### src/rtl/trng_pkg.sv
// Shared constants and pair-FSM encoding for the TRNG bit collector.
package trng_pkg;

    localparam int unsigned TRNG_WORD_W    = 8;
    localparam int unsigned TRNG_RCT_LIMIT = 32;

    typedef enum logic {
        PAIR_EMPTY      = 1'b0,
        PAIR_HAVE_FIRST = 1'b1
    } pair_state_e;

endpackage

### src/rtl/vn_debias.sv
// Von Neumann debiaser: turns sample pairs (0,1)/(1,0) into one unbiased bit, drops equal pairs.
module vn_debias
    import trng_pkg::*;
(
    input  logic clk,
    input  logic rst,
    input  logic in_valid,
    input  logic in_bit,
    input  logic clear,
    output logic out_valid,
    output logic out_bit
);

    pair_state_e state;
    pair_state_e state_next;
    logic        first_bit;
    logic        first_next;
    logic        out_valid_next;
    logic        out_bit_next;

    always_ff @(posedge clk) begin
        if (rst) begin
            state     <= PAIR_EMPTY;
            first_bit <= 1'b0;
            out_valid <= 1'b0;
            out_bit   <= 1'b0;
        end else begin
            state     <= state_next;
            first_bit <= first_next;
            out_valid <= out_valid_next;
            out_bit   <= out_bit_next;
        end
    end

    // A clear discards any half-collected pair.
    always_comb begin
        state_next     = state;
        first_next     = first_bit;
        out_valid_next = 1'b0;
        out_bit_next   = out_bit;
        if (clear) begin
            state_next = PAIR_EMPTY;
        end else if (in_valid) begin
            case (state)
                PAIR_EMPTY: begin
                    first_next = in_bit;
                    state_next = PAIR_HAVE_FIRST;
                end
                PAIR_HAVE_FIRST: begin
                    if (first_bit != in_bit) begin
                        out_valid_next = 1'b1;
                        out_bit_next   = first_bit;
                    end
                    state_next = PAIR_EMPTY;
                end
                default: state_next = PAIR_EMPTY;
            endcase
        end
    end

endmodule

### src/rtl/trng_collector.sv
// Synchronizes the ring-oscillator sample, health-checks it, debiases it and packs words.
module trng_collector
    import trng_pkg::*;
#(
    parameter int unsigned WIDTH     = TRNG_WORD_W,
    parameter int unsigned RCT_LIMIT = TRNG_RCT_LIMIT
) (
    input  logic             clk,
    input  logic             rst,
    input  logic             enable,
    input  logic             raw_bit,
    output logic [WIDTH-1:0] data_out,
    output logic             valid,
    input  logic             ready,
    output logic             health_fail,
    output logic             overrun
);

    localparam int unsigned CNT_W = $clog2(WIDTH + 1);
    localparam int unsigned RUN_W = $clog2(RCT_LIMIT + 1);

    logic             sync1;
    logic             s;
    logic             rct_armed;
    logic             prev;
    logic [RUN_W-1:0] run;
    logic             db_valid;
    logic             db_bit;
    logic [WIDTH-1:0] sr;
    logic [CNT_W-1:0] cnt;
    logic             transfer;

    always_ff @(posedge clk) begin
        if (rst) begin
            sync1 <= 1'b0;
            s     <= 1'b0;
        end else begin
            sync1 <= raw_bit;
            s     <= sync1;
        end
    end

    // Repetition-count test; the first enabled sample after a pause restarts the run.
    always_ff @(posedge clk) begin
        if (rst) begin
            rct_armed   <= 1'b0;
            prev        <= 1'b0;
            run         <= '0;
            health_fail <= 1'b0;
        end else begin
            if (!enable) begin
                rct_armed <= 1'b0;
            end else if (!rct_armed) begin
                rct_armed <= 1'b1;
                run       <= RUN_W'(1);
                prev      <= s;
            end else begin
                prev <= s;
                if (s == prev) begin
                    if (run != RUN_W'(RCT_LIMIT)) begin
                        run <= run + RUN_W'(1);
                    end
                end else begin
                    run <= RUN_W'(1);
                end
            end
            if (run == RUN_W'(RCT_LIMIT)) begin
                health_fail <= 1'b1;
            end
        end
    end

    vn_debias u_debias (
        .clk       (clk),
        .rst       (rst),
        .in_valid  (enable),
        .in_bit    (s),
        .clear     (!enable),
        .out_valid (db_valid),
        .out_bit   (db_bit)
    );

    assign transfer = (cnt == CNT_W'(WIDTH)) && !health_fail && (!valid || ready);

    // A bit arriving alongside a transfer starts the next word instead of being dropped.
    always_ff @(posedge clk) begin
        if (rst) begin
            sr       <= '0;
            cnt      <= '0;
            data_out <= '0;
            valid    <= 1'b0;
            overrun  <= 1'b0;
        end else if (transfer) begin
            data_out <= sr;
            valid    <= 1'b1;
            if (db_valid) begin
                sr  <= {sr[WIDTH-2:0], db_bit};
                cnt <= CNT_W'(1);
            end else begin
                cnt <= '0;
            end
        end else begin
            if (valid && ready) begin
                valid <= 1'b0;
            end
            if (db_valid) begin
                if (cnt == CNT_W'(WIDTH)) begin
                    overrun <= 1'b1;
                end else begin
                    sr  <= {sr[WIDTH-2:0], db_bit};
                    cnt <= cnt + CNT_W'(1);
                end
            end
        end
    end

endmodule

### config.mk
export PLATFORM = sky130hd
export DESIGN_NAME = trng_collector
export DESIGN_NICKNAME = d
export VERILOG_FILES = /design/src/rtl/trng_pkg.sv /design/src/rtl/vn_debias.sv /design/src/rtl/trng_collector.sv
export SDC_FILE = /design/constraint.sdc
export NUM_CORES = 1
export LEC_CHECK = 0
export CAP_MARGIN = 30
export CORE_MARGIN = 2
export CORE_UTILIZATION = 59
export CTS_CLUSTER_SIZE = 16
export DETAILED_ROUTE_END_ITERATION = 8
export PLACE_DENSITY = 0.94
export SYNTH_ARGS = -nofsm -noshare
export SYNTH_HDL_FRONTEND = slang
export SYNTH_SLANG_ARGS = --single-unit
### constraint.sdc
create_clock -name clk -period 4.5 [get_ports clk]
set_clock_uncertainty 0.2 [all_clocks]
set_input_delay 0.675 -clock clk [delete_from_list [all_inputs] [get_ports clk]]
set_output_delay 0.675 -clock clk [all_outputs]
set_load 0.01 [all_outputs]
==> flow_summary.json <==
{
  "antenna_found_initial": 0,
  "cts_max_level": 2,
  "worst_pin_slew_ns": 1.00,
  "synthAdderAreaFrac_pct": 3.23,
  "synth_top_family_by_area": "simple AND/OR/NAND/NOR gates",
  "endpoint_kind": "primary output",
  "cts_inserted_buffers": 5,
  "cpMaxStageDelayCell": "clkdlybuf4s50_1",
  "path_delay_family": "buffers and inverters",
  "clk_pin_slew_ns": 0.10,
  "cts_tree": "yes",
  "num_antenna_cells": 0,
  "finalSetupTns_ns": 0,
  "die_w_um": 55.3,
  "detail-route-antenna-nets": 0,
  "arrival_ns": 1.39,
  "wl_um": 2510,
  "yosys_register_bits": 37,
  "pwr-share-comb_pct": 3.9,
  "worstSetupPathType": "flop to primary output",
  "drive_gt1_share_pct": 8.52,
  "total_leakage_power_nw": 0.628,
  "num_rows": 18,
  "status": "finished clean",
  "synth-edff-count": 0,
  "clk-insertion-delay-late_ns": 0.33,
  "die_area_um2": 3060,
  "total_power_mw": 0.590,
  "synth_area_um2": 1550,
  "finalHoldViolations": 0,
  "synth_ff_type": "dfxtp_1",
  "syn2layout_area_growth_pct": 15.5,
  "cts_resized": 0,
  "synth_area_leaders": "dfxtp_1, mux2i_1, nor2_1",
  "vdd_drop_max_v": 0.000349,
  "min_period_ns": 2.27,
  "cts-hold-fix-buffers": 0,
  "relSlewSlack_pct": 33.1,
  "vias_per_cell": 5.34,
  "drt_iter0_drc": 24,
  "synth_compound_area_share_pct": 7.82,
  "clock.fmax_ghz": 0.441,
  "grt_max_degree": 34,
  "p_switching_mw": 0.116,
  "synth-seq-area-share_pct": 47.7,
  "synth_xor_xnor_area_share_pct": 3.39,
  "muxShareOfSynthArea_pct": 11.6,
  "start_util_pct": 62.6,
  "postCtsSetupBuffers": 0,
  "synth_cell_types": 37,
  "worst_slack_ns": 2.23,
  "n_fill_cell": 188,
  "yosys.area_share.simple_pct": 22.2,
  "path_cells": "clkdlybuf4s50_1",
  "p_clk_share_pct": 39.6,
  "cap_violations": 0,
  "wire_per_inst_um": 12.2,
  "multiInputGateArea_um2": 748,
  "required_ns": 3.62,
  "grt_pass1_vias": 1070,
  "grt_setup_unrepaired": "false",
  "synth_top_area_share_pct": 47.7,
  "grt_pass1_wl_um": 4660,
  "dpl_worst_slack_ns": 1.64,
  "syn-mean-instance-area_um2": 9.70,
  "synth_area_leader_cell": "dfxtp_1",
  "seq_area_um2": 741,
  "clock_sinks": 37,
  "syn-num-nets": 169,
  "min_period_over_period_pct": 50.4,
  "setup_viol_count_final": 0,
  "intPower_mw": 0.474,
  "final_area_um2": 1790,
  "seqPwrFrac_pct": 56.6,
  "io_buffers": 15,
  "overflow": 0,
  "drc": 0,
  "crit_path_max_fanout": 6,
  "ioPinCount": 16,
  "drv_slew": 0,
  "hpwl_um": 1780,
  "clockRootBuffer": "clkbuf_4",
  "postPlaceCellArea_um2": 1700,
  "vias": 1101,
  "start_kind": "flop",
  "core_area_um2": 2480,
  "synth_warnings": 0,
  "fin_nets": 184,
  "p_per_area_nw_per_um2": 330,
  "synthCells": 160,
  "path_buf_inv": 1,
  "cpPeakStageDelay_ns": 0.59,
  "synthArstFlopShare_pct": 0,
  "clock_path_buffers": 2,
  "first_pass_iters": 4,
  "worstHoldPathType": "flop to flop",
  "whs_ns": 0.257,
  "grt_usage_pct": 18.6,
  "routabilityCongestion": 0.791,
  "die_height_um": 55.3,
  "swShare_pct": 19.7
}
[registers in the layout, indices dropped and copies added, names as in the netlist]
signal,flops
data_out,8
sr,8
run,6
cnt,4
health_fail,1
overrun,1
prev,1
rct_armed,1
s,1
sync1,1
u_debias.first_bit,1
u_debias.out_bit,1
u_debias.out_valid,1
u_debias.state,1
valid,1
[synthesized netlist by cell type (3+ instances only)]
master and number:
a21oi_1 5, clkbuf_1 4, dfxtp_1 37, ha_1 4
inv_1 5, mux2i_1 18, nand2_1 9, nand2b_1 9
nand4_1 3, nor2_1 25, nor2b_1 5, nor3_1 3
xnor2_1 3, xor2_1 3
[power groups by stage]
stage               Sequential [mW]  Combinational, mW  Clock (mW)
finish                        0.334             0.0228       0.234
global route                  0.335             0.0257       0.255
CTS                           0.334             0.0230       0.241
detailed placement            0.341             0.0228           0
global placement              0.341             0.0214           0
floorplan                     0.340             0.0173           0
[worst reg2reg max path, cell delays in order (launching register included)]
cell      delay, ns
dfxtp_1        0.37
inv_1          0.08
ha_1           0.23
nand3b_4       0.12
nor3_2         0.06
buf_6          0.17
or3_1          0.35
a21oi_1        0.13
[path summary, 6_finish.rpt]
check	start	to	slack [ns]	depth (start not counted)
worst min-delay path	sync1	s	0.26	1
worst max-delay path	health_fail	health_fail	2.23	1
worst min register to register	sync1	s	0.26	1
worst max register to register	cnt[0]	cnt[1]	2.72	7
[metal layers]
layer  part of all wire [%]  vias to the layer above  wire [µm]  GRT usage (%)
li1                       -                      566          -              -
met1                     48                      518       1200           24.8
met2                     49                       17       1230           29.3
met3                    3.5                        0         87           5.85
met4                      0                        0          0           5.23
met5                      0                        -          0              0
[final cells by class]
class	instances	area share [%]
flip-flops and latches	37	41.3
inverters	5	1.05
multi-input cells	110	41.8
well taps	30	2.09
clock inverters	1	1.68
repair buffers	16	9.01
clock buffers	7	3.07
[cell families (layout without fill, tap and decap cells)]
logic type                 after synthesis  count (layout)
and+or+nand+nor                         65              65
DFF                                     37              37
muxes                                   18              18
AOI/OAI and AO/OA                       17              17
buffers and inverters                   13              29
xor gates and xnor gates                 6               6
adders and majority gates                4               4
[per-stage QoR]
step / std cells / utilization [%]
final: 206 / 72.3
after CTS: 205 / 71.9
after detailed placement: 197 / 68.4
after floorplan: 160 / -
after global placement: 197 / 68.4
after global routing: 206 / 72.3
[cell usage in the layout (no fill, tap or decap), types with 2 or more instances in the layout]
| cell | n |
|---|---|
| clkbuf_4 | 5 |
| a21oi_1 | 5 |
| clkdlybuf4s50_1 | 15 |
| nor2_1 | 25 |
| a211oi_1 | 2 |
| inv_1 | 5 |
| mux2i_1 | 18 |
| nand4_1 | 3 |
| nor2b_1 | 5 |
| xor2_1 | 3 |
| ha_1 | 4 |
| nand2b_1 | 9 |
| nand2_1 | 9 |
| nand3_1 | 2 |
| dfxtp_1 | 37 |
| o21ai_0 | 2 |
| nor3_1 | 3 |
| o21ai_1 | 2 |
| xnor2_1 | 3 |
Power figures use the tool's default switching activity.
